File: config.mk
export PLATFORM = sky130hd
export DESIGN_NAME = uart_axi_lite_ctrl
export DESIGN_NICKNAME = d
export VERILOG_FILES = /design/src/rtl/uart_axi_lite_ctrl.sv
export SDC_FILE = /design/constraint.sdc
export NUM_CORES = 1
export LEC_CHECK = 0
export CORE_ASPECT_RATIO = 2
export CORE_MARGIN = 2
export CORE_UTILIZATION = 35
export CTS_CLUSTER_DIAMETER = 30
export DETAILED_ROUTE_END_ITERATION = 12
export GPL_ROUTABILITY_DRIVEN = 0
export PLACE_DENSITY = 0.61
export SLEW_MARGIN = 0
export SYNTH_ARGS = -nofsm -noshare
export SYNTH_HDL_FRONTEND = slang
export SYNTH_SLANG_ARGS = --single-unit
export TNS_END_PERCENT = 50
File: constraint.sdc
create_clock -name clk -period 3.61 [get_ports clk]
set_input_delay 0.361 -clock clk [delete_from_list [all_inputs] [get_ports clk]]
set_output_delay 0.361 -clock clk [all_outputs]
set_load 0.05 [all_outputs]
File: src/rtl/uart_axi_lite_ctrl.sv
// AXI-lite UART peripheral: programmable baud divisor, 5-8 data bits, optional
// parity, one or two stop bits, TX/RX FIFOs, sticky error flags and a level irq.
//
// Bus handshakes, valid/ready throughout: a transfer happens on a rising edge where
// both valid and ready are high. A write needs awvalid and wvalid together while
// awready/wready (= !b_valid) are high. b_valid then holds until b_ready is seen. A
// read is accepted when arvalid meets arready (= !axi_rvalid). axi_rvalid then holds
// rdata/rresp steady until axi_rready is seen.
//
// The byte being transmitted stays at the head of the TX FIFO until its last stop
// bit ends. tx_empty therefore means "nothing left to send".
module uart_axi_lite_ctrl #(
    parameter int DATA_BITS   = 8,
    parameter int FIFO_DEPTH  = 16,
    parameter int DEFAULT_DIV = 83
) (
    input  logic        clk,
    input  logic        rst,
    input  logic [31:0] axi_araddr,
    input  logic        axi_arvalid,
    output logic        axi_arready,
    output logic [31:0] axi_rdata,
    output logic [1:0]  axi_rresp,
    output logic        axi_rvalid,
    input  logic        axi_rready,
    input  logic [31:0] axi_awaddr,
    input  logic        axi_awvalid,
    output logic        axi_awready,
    input  logic [31:0] axi_wdata,
    input  logic        axi_wvalid,
    output logic        axi_wready,
    output logic        b_valid,
    input  logic        b_ready,
    output logic [1:0]  b_response,
    input  logic        urx,
    output logic        utx,
    output logic        irq
);
    localparam int AW = $clog2(FIFO_DEPTH);
    localparam int CW = AW + 1;
    localparam logic [2:0] LAST_BIT = 3'(DATA_BITS - 1);

    typedef enum logic [2:0] {TX_IDLE, TX_START, TX_DATA, TX_PARITY, TX_STOP} tx_state_t;
    typedef enum logic [2:0] {RX_IDLE, RX_START, RX_DATA, RX_PARITY, RX_STOP, RX_WAIT} rx_state_t;

    // Configuration and sticky flags
    logic [4:0]  ctrl;
    logic [15:0] div;
    logic        overrun, frame_err, par_err;

    // FIFO storage and pointers
    logic [DATA_BITS-1:0] tx_mem [FIFO_DEPTH];
    logic [DATA_BITS-1:0] rx_mem [FIFO_DEPTH];
    logic [AW-1:0] tx_wr, tx_rd, rx_wr, rx_rd;
    logic [CW-1:0] tx_count, rx_count;
    logic tx_full, tx_empty, rx_full, rx_nempty;

    // Bus decode strobes
    logic       wr_fire, rd_fire;
    logic [1:0] wr_sel, rd_sel;
    logic       tx_push, rx_pop, tx_flush, rx_flush;
    logic [2:0] flag_clr;
    logic [31:0] rd_word, status_word;
    logic [1:0]  rd_resp;

    // TX engine
    tx_state_t tx_state, tx_state_next;
    logic [15:0] tx_cnt, tx_div_q;
    logic [2:0]  tx_idx;
    logic [DATA_BITS-1:0] tx_shreg;
    logic tx_par_en, tx_par_bit, tx_stop2, tx_hold;
    logic tx_tick, tx_start, tx_pop, tx_busy;

    // RX engine
    rx_state_t rx_state, rx_state_next;
    logic rx_meta, rx_sync;
    logic [15:0] rx_cnt, rx_div_q;
    logic [2:0]  rx_idx;
    logic [DATA_BITS-1:0] rx_shreg;
    logic rx_par_en, rx_par_odd, rx_par_bad;
    logic rx_tick, rx_push, rx_ferr, rx_push_ok, overrun_set;

    logic unused_bits;
    assign unused_bits = ^{axi_araddr[31:4], axi_araddr[1:0], axi_awaddr[31:4],
                           axi_awaddr[1:0], axi_wdata[31:16]};

    assign axi_awready = !b_valid;
    assign axi_wready  = !b_valid;
    assign axi_arready = !axi_rvalid;
    assign wr_fire  = axi_awvalid && axi_wvalid && !b_valid;
    assign rd_fire  = axi_arvalid && !axi_rvalid;
    assign wr_sel   = axi_awaddr[3:2];
    assign rd_sel   = axi_araddr[3:2];

    assign tx_full   = (tx_count == CW'(FIFO_DEPTH));
    assign tx_empty  = (tx_count == '0);
    assign rx_full   = (rx_count == CW'(FIFO_DEPTH));
    assign rx_nempty = (rx_count != '0);

    assign tx_push  = wr_fire && (wr_sel == 2'd0) && !tx_full;
    assign rx_pop   = rd_fire && (rd_sel == 2'd0) && rx_nempty;
    assign tx_flush = wr_fire && (wr_sel == 2'd2) && axi_wdata[6];
    assign rx_flush = wr_fire && (wr_sel == 2'd2) && axi_wdata[5];
    assign flag_clr = (wr_fire && wr_sel == 2'd1) ? axi_wdata[7:5] : 3'b000;

    // A pop in the same cycle frees the slot the incoming byte needs
    assign rx_push_ok  = rx_push && (!rx_full || rx_pop);
    assign overrun_set = rx_push && rx_full && !rx_pop;

    assign tx_busy = (tx_state != TX_IDLE);
    assign status_word = {16'd0, 8'(rx_count), par_err, frame_err, overrun, tx_busy,
                          tx_full, tx_empty, rx_full, rx_nempty};

    // Control, divisor and sticky error flags; a new event wins over a clear
    always_ff @(posedge clk) begin
        if (rst) begin
            ctrl      <= 5'd0;
            div       <= 16'(DEFAULT_DIV);
            overrun   <= 1'b0;
            frame_err <= 1'b0;
            par_err   <= 1'b0;
        end else begin
            if (wr_fire && wr_sel == 2'd2) ctrl <= axi_wdata[4:0];
            if (wr_fire && wr_sel == 2'd3) div <= (axi_wdata[15:0] < 16'd4) ? 16'd4 : axi_wdata[15:0];
            overrun   <= overrun_set | (overrun & !flag_clr[0]);
            frame_err <= rx_ferr | (frame_err & !flag_clr[1]);
            par_err   <= (rx_push & rx_par_bad) | (par_err & !flag_clr[2]);
        end
    end

    // Write response channel: DATA write into a full TX FIFO is dropped with SLVERR
    always_ff @(posedge clk) begin
        if (rst) begin
            b_valid    <= 1'b0;
            b_response <= 2'b00;
        end else if (wr_fire) begin
            b_valid    <= 1'b1;
            b_response <= (wr_sel == 2'd0 && tx_full) ? 2'b10 : 2'b00;
        end else if (b_ready) begin
            b_valid <= 1'b0;
        end
    end

    // Read data selection for the register being accepted this cycle
    always_comb begin
        rd_word = 32'd0;
        rd_resp = 2'b00;
        case (rd_sel)
            2'd0: begin
                if (rx_nempty) rd_word = 32'(rx_mem[rx_rd]);
                else           rd_resp = 2'b10;
            end
            2'd1:    rd_word = status_word;
            2'd2:    rd_word = {27'd0, ctrl};
            default: rd_word = {16'd0, div};
        endcase
    end

    // Read data channel: capture on accept, hold until rready
    always_ff @(posedge clk) begin
        if (rst) begin
            axi_rvalid <= 1'b0;
            axi_rdata  <= 32'd0;
            axi_rresp  <= 2'b00;
        end else if (rd_fire) begin
            axi_rvalid <= 1'b1;
            axi_rdata  <= rd_word;
            axi_rresp  <= rd_resp;
        end else if (axi_rready) begin
            axi_rvalid <= 1'b0;
        end
    end

    // FIFO storage writes
    always_ff @(posedge clk) begin
        if (tx_push)    tx_mem[tx_wr] <= axi_wdata[DATA_BITS-1:0];
        if (rx_push_ok) rx_mem[rx_wr] <= rx_shreg;
    end

    // TX FIFO pointers and level; flush wins over everything
    always_ff @(posedge clk) begin
        if (rst || tx_flush) begin
            tx_wr <= '0; tx_rd <= '0; tx_count <= '0;
        end else begin
            if (tx_push) tx_wr <= tx_wr + AW'(1);
            if (tx_pop)  tx_rd <= tx_rd + AW'(1);
            tx_count <= tx_count + CW'(tx_push) - CW'(tx_pop);
        end
    end

    // RX FIFO pointers and level; flush wins over everything
    always_ff @(posedge clk) begin
        if (rst || rx_flush) begin
            rx_wr <= '0; rx_rd <= '0; rx_count <= '0;
        end else begin
            if (rx_push_ok) rx_wr <= rx_wr + AW'(1);
            if (rx_pop)     rx_rd <= rx_rd + AW'(1);
            rx_count <= rx_count + CW'(rx_push_ok) - CW'(rx_pop);
        end
    end

    // Registered interrupt
    always_ff @(posedge clk) begin
        if (rst) irq <= 1'b0;
        else     irq <= (ctrl[3] & rx_nempty) | (ctrl[4] & tx_empty) | overrun | frame_err | par_err;
    end

    // TX state register
    always_ff @(posedge clk) begin
        if (rst) tx_state <= TX_IDLE;
        else     tx_state <= tx_state_next;
    end

    assign tx_tick = (tx_cnt == 16'd0);

    // TX next state, line level and FIFO strobes
    always_comb begin
        tx_state_next = tx_state;
        tx_start      = 1'b0;
        tx_pop        = 1'b0;
        utx           = 1'b1;
        case (tx_state)
            TX_IDLE: begin
                if (!tx_empty) begin
                    tx_start      = 1'b1;
                    tx_state_next = TX_START;
                end
            end
            TX_START: begin
                utx = 1'b0;
                if (tx_tick) tx_state_next = TX_DATA;
            end
            TX_DATA: begin
                utx = tx_shreg[0];
                if (tx_tick && tx_idx == LAST_BIT) tx_state_next = tx_par_en ? TX_PARITY : TX_STOP;
            end
            TX_PARITY: begin
                utx = tx_par_bit;
                if (tx_tick) tx_state_next = TX_STOP;
            end
            TX_STOP: begin
                if (tx_tick && !tx_stop2) begin
                    tx_state_next = TX_IDLE;
                    tx_pop        = tx_hold && !tx_flush;
                end
            end
            default: tx_state_next = TX_IDLE;
        endcase
    end

    // TX datapath: latch byte and config at frame start, then bit timing and shifting
    always_ff @(posedge clk) begin
        if (rst) begin
            tx_cnt <= 16'd0; tx_div_q <= 16'd0; tx_idx <= 3'd0; tx_shreg <= '0;
            tx_par_en <= 1'b0; tx_par_bit <= 1'b0; tx_stop2 <= 1'b0; tx_hold <= 1'b0;
        end else begin
            if (tx_flush)      tx_hold <= 1'b0;
            else if (tx_start) tx_hold <= 1'b1;
            else if (tx_pop)   tx_hold <= 1'b0;
            if (tx_start) begin
                tx_shreg   <= tx_mem[tx_rd];
                tx_div_q   <= div;
                tx_cnt     <= div - 16'd1;
                tx_idx     <= 3'd0;
                tx_par_en  <= ctrl[0];
                tx_par_bit <= (^tx_mem[tx_rd]) ^ ctrl[1];
                tx_stop2   <= ctrl[2];
            end else if (tx_state != TX_IDLE) begin
                if (tx_tick) begin
                    tx_cnt <= tx_div_q - 16'd1;
                    if (tx_state == TX_DATA) begin
                        tx_shreg <= tx_shreg >> 1;
                        tx_idx   <= tx_idx + 3'd1;
                    end
                    if (tx_state == TX_STOP) tx_stop2 <= 1'b0;
                end else begin
                    tx_cnt <= tx_cnt - 16'd1;
                end
            end
        end
    end

    // Two-flop synchroniser for the asynchronous serial input
    always_ff @(posedge clk) begin
        if (rst) begin
            rx_meta <= 1'b1;
            rx_sync <= 1'b1;
        end else begin
            rx_meta <= urx;
            rx_sync <= rx_meta;
        end
    end

    // RX state register
    always_ff @(posedge clk) begin
        if (rst) rx_state <= RX_IDLE;
        else     rx_state <= rx_state_next;
    end

    assign rx_tick = (rx_cnt == 16'd0);

    // RX next state and push/frame-error strobes
    always_comb begin
        rx_state_next = rx_state;
        rx_push       = 1'b0;
        rx_ferr       = 1'b0;
        case (rx_state)
            RX_IDLE:   if (!rx_sync) rx_state_next = RX_START;
            RX_START:  if (rx_tick) rx_state_next = rx_sync ? RX_IDLE : RX_DATA;
            RX_DATA:   if (rx_tick && rx_idx == LAST_BIT) rx_state_next = rx_par_en ? RX_PARITY : RX_STOP;
            RX_PARITY: if (rx_tick) rx_state_next = RX_STOP;
            RX_STOP: begin
                if (rx_tick) begin
                    rx_push       = rx_sync;
                    rx_ferr       = !rx_sync;
                    rx_state_next = rx_sync ? RX_IDLE : RX_WAIT;
                end
            end
            RX_WAIT:   if (rx_sync) rx_state_next = RX_IDLE;
            default:   rx_state_next = RX_IDLE;
        endcase
    end

    // RX datapath: half-bit delay to the start sample, then one sample per bit
    always_ff @(posedge clk) begin
        if (rst) begin
            rx_cnt <= 16'd0; rx_div_q <= 16'd0; rx_idx <= 3'd0; rx_shreg <= '0;
            rx_par_en <= 1'b0; rx_par_odd <= 1'b0; rx_par_bad <= 1'b0;
        end else if (rx_state == RX_IDLE) begin
            if (!rx_sync) begin
                rx_div_q   <= div;
                rx_cnt     <= (div >> 1) - 16'd1;
                rx_par_en  <= ctrl[0];
                rx_par_odd <= ctrl[1];
                rx_par_bad <= 1'b0;
            end
        end else if (rx_tick) begin
            rx_cnt <= rx_div_q - 16'd1;
            case (rx_state)
                RX_START: rx_idx <= 3'd0;
                RX_DATA: begin
                    rx_shreg <= {rx_sync, rx_shreg[DATA_BITS-1:1]};
                    rx_idx   <= rx_idx + 3'd1;
                end
                RX_PARITY: rx_par_bad <= rx_sync ^ (^rx_shreg) ^ rx_par_odd;
                default: ;
            endcase
        end else begin
            rx_cnt <= rx_cnt - 16'd1;
        end
    end

endmodule

==> results of run 1 <==
==> how the worst max path moves through the flow <==
| stage | from | end | slack, ns | cells past startpoint |
|---|---|---|---|---|
| finish | rx_cnt[4] | rx_count[4] | 0.30 | 14 |
| CTS | rx_cnt[4] | rx_count[4] | 0.006 | 14 |
| floorplan | rx_cnt[4] | rx_count[4] | 0.08 | 15 |
| detailed placement | rx_cnt[4] | rx_count[4] | 0.05 | 14 |
| global route | tx_count[2] | tx_cnt[15] | 0.11 | 11 |
| global placement | rx_cnt[4] | rx_count[4] | -0.006 | 14 |
==> power by group <==
part,internal (mW),switching (mW),total (mW)
Clock,2.95,2.29,5.24
Combinational,1.23,1.89,3.12
Sequential,5.46,0.236,5.70
==> cell usage after synthesis (all sizes together) (6+ instances only) <==
cell	n	area (sq um)
nand4	11	68.8
or4	11	82.6
a22oi	20	150
a21oi	101	505
ha	27	338
a211oi	34	255
nor3	31	160
nand2	161	604
xor2	18	158
buf	41	236
inv	30	113
a311oi	10	87.6
o211ai	9	67.6
edfxtp	256	7690
clkbuf	69	259
o21ai	23	115
mux4	72	1620
or2	6	37.5
dfxtp	180	3600
nor2	173	649
mux2	11	124
nor4	12	81.3
nand2b	16	100
xnor2	29	254
or3	11	68.8
mux2i	30	300
a211o	13	114
nand3	18	95.1
==> timing repair <==
action                                  4_1_cts  5_1_grt
endpoints found under the setup margin        0        1
hold buffers                                  0        0
resized for setup                             0        2
==> worst max-delay path: cells and delay by family (launching register included) <==
kind	cells	cell delay [ns]
fa+ha+maj	3	0.66
compound gates	2	0.26
buf+inv	4	0.24
simple gates	5	1.80
flops	1	0.32
==> cell families (layout without fill, tap and decap cells) <==
logic type	Yosys count	after routing	share of synthesized area, %
XOR/XNOR	50	50	2.56
other	1	18	0.0201
buffers and inverters	140	275	3.25
AND/OR/NAND/NOR	481	481	11.7
AO/OA/AOI/OAI	259	259	9.06
flip-flops	436	436	60.4
multiplexers	113	113	10.9
adder cells (fa/ha/maj)	29	29	2.02
==> cells in the final DEF (no fill, tap or decap), types with 5 or more instances in the layout <==
| cell | instances |
|---|---|
| clkinv_2 | 8 |
| nand3_1 | 17 |
| nor2b_1 | 5 |
| a211oi_1 | 34 |
| xor2_1 | 18 |
| mux2_2 | 11 |
| nor3_1 | 29 |
| o21ai_0 | 23 |
| buf_4 | 95 |
| o211ai_1 | 9 |
| or3_1 | 11 |
| clkdlybuf4s50_1 | 51 |
| mux4_2 | 72 |
| nand4_1 | 11 |
| xnor2_1 | 29 |
| ha_1 | 27 |
| clkinv_4 | 6 |
| a211o_1 | 13 |
| mux2i_1 | 30 |
| a311oi_1 | 10 |
| nand3b_1 | 5 |
| or4_1 | 9 |
| inv_6 | 12 |
| edfxtp_1 | 256 |
| clkbuf_16 | 53 |
| dfxtp_1 | 178 |
| a31oi_1 | 5 |
| or2_2 | 6 |
| o21a_1 | 5 |
| o31ai_1 | 5 |
| nand2b_1 | 16 |
| o22ai_1 | 5 |
| nor2_1 | 173 |
| nor4_1 | 10 |
| a22oi_1 | 20 |
| inv_8 | 5 |
| conb_1 | 18 |
| inv_1 | 30 |
| a21oi_1 | 101 |
| nand2_1 | 161 |
==> metrics by stage <==
step / TNS [ns] / std cells / total power [mW] / cell area (sq um) / util, %
3_5_place_dp: 0 / 2229 / 8.87 / 20400 / 38.7
4_1_cts: 0 / 2326 / 14.1 / 22100 / 42.0
6_report: 0 / 2326 / 14.1 / 22100 / 42.0
5_1_grt: 0 / 2326 / 14.7 / 22100 / 42.0
3_3_place_gp: -0.00583 / 2229 / 8.80 / 20400 / 38.7
2_1_floorplan: 0 / 1526 / 7.90 / 18800 / -
==> sequential cells by signal, summed over array words and instances (netlist names), 16 cells and up, named ones only <==
signal / flops
tx_cnt: 16
tx_div_q: 16
rx_mem: 128
rx_cnt: 16
div: 16
tx_mem: 128
axi_rdata: 16
rx_div_q: 16
==> cell type report <==
type,instances,share of cell area [%]
Sequential cell,436,51.0
Timing Repair Buffer,148,5.71
Clock buffer,56,6.09
Multi-Input combinational cell,950,31.1
Tap cell,665,3.76
Clock inverter,41,1.78
Inverter,30,0.509
==> routing by layer <==
| layer | wire, um | vias to the layer above | global-route usage, % |
|---|---|---|---|
| met4 | 2070 | 0 | 7.94 |
| li1 | - | 5792 | - |
| met3 | 1950 | 107 | 1.67 |
| met1 | 17900 | 6134 | 19.0 |
| met2 | 26300 | 344 | 33.9 |
| met5 | 0 | - | 0 |
==> metrics.cfg, run 1 <==
[clock_tree]
clk_path_buf_depth = 3
cts_root_buf = clkbuf_16
post_cts_buffers = 0
insertion_delay_ns = 0.59
cts_tree = yes
h-tree-depth = 2
cts_buffers = 52
cts_sinks = 436
path_clk_slew_ns = 0.07

[min_path]
whs_endpoint = axi_rdata[11]
worstHoldStart = rst
min_path_type = primary input to flip-flop
hold_depth = 2

[detailed_routing]
wl_um = 48200
post_drt_wl_per_cell_um = 20.7
ant_nets = 0
vias_per_cell = 5.32
drt-initial-drc-count = 845
drtPass1Iterations = 9
drc = 11
via_count = 12377

[finish]
multi_input_area_sq_mm = 0.00688
antennaDiodeCount = 0
fillCellCount = 4883
area_delta_synth_final_pct = 18.4
seqCellArea_sq_mm = 0.0113
drive_gt1_share_pct = 17.6
nNetsFinal = 1751

[critical_path]
end_kind = flip-flop
crit_required_ns = 4.14
r2r-start = rx_cnt[4]
reg2reg_to = rx_count[4]
arrival_ns = 3.84
crit_slowest_cell = or4_4
crit_top_cell = inv_1
cpPeakStageDelay_ns = 0.62
reg2regPathDepth = 14
rrSetupSlack_ns = 0.30
cp_max_fo = 2
path_class = flip-flop to flip-flop
crit_chain = or4_4 -> or4_4 -> nor4_4 -> inv_1 -> ha_1 -> inv_1 -> ha_1 -> inv_1 -> fa_1 -> inv_1 -> a21oi_1 -> nor2_1 -> or3_1 -> a21oi_1
startpoint_type = flip-flop

[global_routing]
grt_max_degree = 53
first_global_vias = 12536
antenna_found_initial = 0
grt_overflow = 0
grt_pass1_wl_um = 74100
grtUsageTotal_pct = 17.4

[die]
die-area_sq_mm = 0.0554
row_count = 119
die_width_um = 167
io_pins = 147
core_region_area_sq_mm = 0.0527
start_util_pct = 35.5
die_y_um = 331

[run_status]
violations = DRC
status = finished, violations left

[logic_synthesis]
ys_seq_area_share_pct = 60.4
ys_warn_count = 0
synth_edf_count = 256
synthDistinctLibCells = 70
async_flop_share_pct = 0
syn_inst = 1509
synth-seq-cells = 436
synth_area_per_cell_sq_um = 12.4
netlist_area_sq_mm = 0.0187
yosys_most_used_dff = edfxtp_1

[timing]
clock-skew-final_ns = 0.0255
slew_headroom_pct = 40.5
clock.fmax_mhz = 302
hold_violations = 0
fin_crit_ns = 3.31
hold_ws_ns = 0.212
setup_ws_ns = 0.297
post-route-period-util_pct = 91.8
worst_pin_slew_ns = 0.892
finalSetupViolations = 0
final_max_slew_viol_count = 0
rsz0062_at_grt = false

[pwr]
ir_drop_mv = 0.416
power_density_mw_per_mm2 = 635
total_leakage_power_nw = 7.51

[placement]
hpwl_um = 34400
dp_slack_ns = 0.0467
portBuffers = 52

[flow_run]
cap_violations = 0

Power figures use the tool's default switching activity.
==> run 2, diff against run 1 <==
ABC_AREA = 1   (was default)
SKIP_CTS_REPAIR_TIMING = 1   (was default)
==> run 2 against run 1 <==
  * Critical path type unchanged
  * The flow now finishes without violations
  * Clock-buffer cell count increased by 1
  * Power increased by 0.32%
  * Clock skew rose by 0.014 ns
  * Hold slack improved by 0.15 ns
  * Die area increased by 7.7%
  * Highest routed layer unchanged
  * Non-clock buffer count fell by 38
  * Maximum frequency increased by 14%
  * Design area is 5.0% higher
==> metrics.cfg, run 2 <==
[min_path]
min_path_type = primary input to flip-flop
worstHoldStart = urx
hold_depth = 2  ; unchanged
whs_endpoint = rx_meta

[critical_path]
crit_chain = inv_1 -> ha_1 -> nand2_1 -> nor2_1 -> inv_1 -> nor2_1 -> inv_1 -> nand2_1 -> inv_1 -> ha_1 -> inv_1 -> ha_1 -> inv_1 -> fa_1 -> inv_1 -> a21oi_1 -> nor2_1 -> nor2_1 -> xor2_1 -> inv_1 -> nor2_1
reg2regPathDepth = 21  ; +7
crit_top_cell = inv_1
r2r-start = rx_count[3]
cpPeakStageDelay_ns = 0.38  ; -0.24 ns
crit_required_ns = 4.10  ; -0.04 ns
end_kind = flip-flop
startpoint_type = flip-flop
rrSetupSlack_ns = 0.72  ; +0.42 ns
reg2reg_to = rx_count[4]
cp_max_fo = 7  ; +5
crit_slowest_cell = fa_1
path_class = flip-flop to flip-flop
arrival_ns = 3.38  ; -0.46 ns

[logic_synthesis]
synth_area_per_cell_sq_um = 8.95  ; -28%
yosys_most_used_dff = edfxtp_1
synth_top_area_share_pct = 38.1  ; -3.0 points
async_flop_share_pct = 0  ; unchanged
yosys-top-cells-area = edfxtp_1, dfxtp_1, nand2_1
syn_inst = 2251  ; +49%
synthMostInstantiatedCell = nand2_1
synth_top_cell_by_area = edfxtp_1
synth-seq-cells = 436  ; unchanged
yosys-top-cells-count = nand2_1, edfxtp_1, inv_1, nor2_1, dfxtp_1
synth_edf_count = 256  ; unchanged
ys_seq_area_share_pct = 56.0  ; -4.4 points
netlist_area_sq_mm = 0.0202  ; +7.8%
synthDistinctLibCells = 61  ; -13%
ys_warn_count = 0  ; unchanged

[finish]
instances_no_fill = 3121  ; +34%
area_delta_synth_final_pct = 15.3
nNetsFinal = 2456  ; +40%
drive_gt1_share_pct = 11.7  ; -5.9 points
design_area_sq_mm = 0.0232  ; +5.0%
final_cell_mix = nand2_1, edfxtp_1, inv_1
antennaDiodeCount = 0  ; unchanged
mostFrequentLayoutCell = nand2_1
utilization_pct = 40.7  ; -1.3 points
reg_top3 = rx_mem x128, tx_mem x128

[clock_tree]
cts_tree = yes
cts_sinks = 436  ; unchanged
cts_root_buf = clkbuf_16
cts_buffers = 50  ; -3.8%
h-tree-depth = 2  ; unchanged
insertion_delay_ns = 0.60  ; about the same
clk_path_buf_depth = 3  ; unchanged
path_clk_slew_ns = 0.07  ; about the same

[detailed_routing]
via_count = 15673  ; +27%
drtPass1Iterations = 5  ; -4
ant_nets = 0  ; unchanged
drc = 0  ; -11
wl_um = 55300  ; +15%
vias_per_cell = 5.02  ; -5.6%
drt-initial-drc-count = 1196  ; +42%
post_drt_wl_per_cell_um = 17.7  ; -14%

[timing]
fin_tns_setup_ns = 0  ; unchanged
clock-skew-final_ns = 0.0396  ; +0.0142 ns
fin_crit_ns = 2.89  ; -0.419 ns
hold_violations = 0  ; unchanged
rsz0062_at_grt = false
clock.fmax_mhz = 345  ; +14%
finalSetupViolations = 0  ; unchanged
slew_headroom_pct = 35.3  ; -5.2 points
post-route-period-util_pct = 80.2  ; -12 points
final_max_slew_viol_count = 0  ; unchanged
worst_pin_slew_ns = 0.971  ; +0.0793 ns

[die]
io_pins = 147  ; unchanged
start_util_pct = 35.3  ; -0.16 points
die-area_sq_mm = 0.0596  ; +7.7%
die_y_um = 343  ; +3.8%
row_count = 124  ; +4.2%
core_region_area_sq_mm = 0.0571  ; +8.3%
die_width_um = 174  ; +3.7%

[global_routing]
antenna_found_initial = 0  ; unchanged
grt_max_degree = 83  ; +57%
grt_pass1_wl_um = 84600  ; +14%
grt_overflow = 0  ; unchanged
grtUsageTotal_pct = 18.3  ; +0.91 points
first_global_vias = 15464  ; +23%

[placement]
hpwl_um = 39100  ; +14%
dpl_cell_area_sq_mm = 0.0215  ; +5.6%
portBuffers = 52  ; unchanged
place_inst = 3027  ; +36%

[pwr]
total_power_mw = 14.1  ; +0.32%
total_leakage_power_nw = 9.23  ; +23%
ir_drop_mv = 0.396  ; -4.9%
power_density_mw_per_mm2 = 607  ; -4.5%

[run_status]
status = finished clean

[flow_run]
cap_violations = 0  ; unchanged

run 2: cell count changes after synthesis, sizes merged, moves of 72 or more:
cell,delta
mux4,-72
nor2,+94
nand3,+161
inv,+248
o21ai,+152
nand2,+327
run 2: kinds of logic after synthesis:
| family | Yosys count | share of synthesized area [%] |
|---|---|---|
| simple gates | 980 | 21.7 |
| flops | 436 | 56.0 |
| compound gates | 396 | 11.3 |
| buf+inv | 390 | 8.27 |
| fa+ha+maj | 29 | 1.88 |
| xor+xnor | 19 | 0.826 |
| other cells | 1 | 0.0186 |
run 2: layout make-up:
cell class	count	area, sq um
tap	756	946
fill	5598	33900
multi-input combinational	1442	7260
clock buffer	57	1330
clock inverter	37	375
timing repair buffer	110	951
inverter	283	1080
sequential	436	11300
run 2: how the worst max path moves through the flow:
stage                start  slack, ns           to
6_report       rx_count[3]       0.72  rx_count[4]
5_1_grt          tx_cnt[3]       0.46  tx_count[4]
4_1_cts        rx_count[2]       0.70  rx_count[4]
3_5_place_dp   axi_arvalid       0.36  rx_count[4]
3_3_place_gp   axi_arvalid       0.36  rx_count[4]
2_1_floorplan   axi_rvalid       0.62  rx_count[4]
run 2: metal layers:
layer,track usage (%),wire (um)
met5,0,0
met4,12.3,3820
met3,2.25,2400
met2,34.8,29000
met1,18.7,20100
run 2: critical path: cells and delay by family (launching register included):
family	cells	cell delay, ns
compound gates	1	0.06
xor+xnor	1	0.13
fa+ha+maj	4	0.98
buf+inv	8	0.64
flops	1	0.33
simple gates	7	0.64
run 2: stage by stage:
stage	setup WS [ns]	hold WS [ns]
CTS	0.700	0.351
global route	0.455	0.381
detailed placement	0.363	0.402
floorplan	0.619	0.389
finish	0.715	0.359
global placement	0.356	0.395
run 2: report_power, final:
group / switching (mW) / internal, mW
clock network: 2.27 / 2.83
logic: 2.28 / 1.03
registers: 0.195 / 5.50
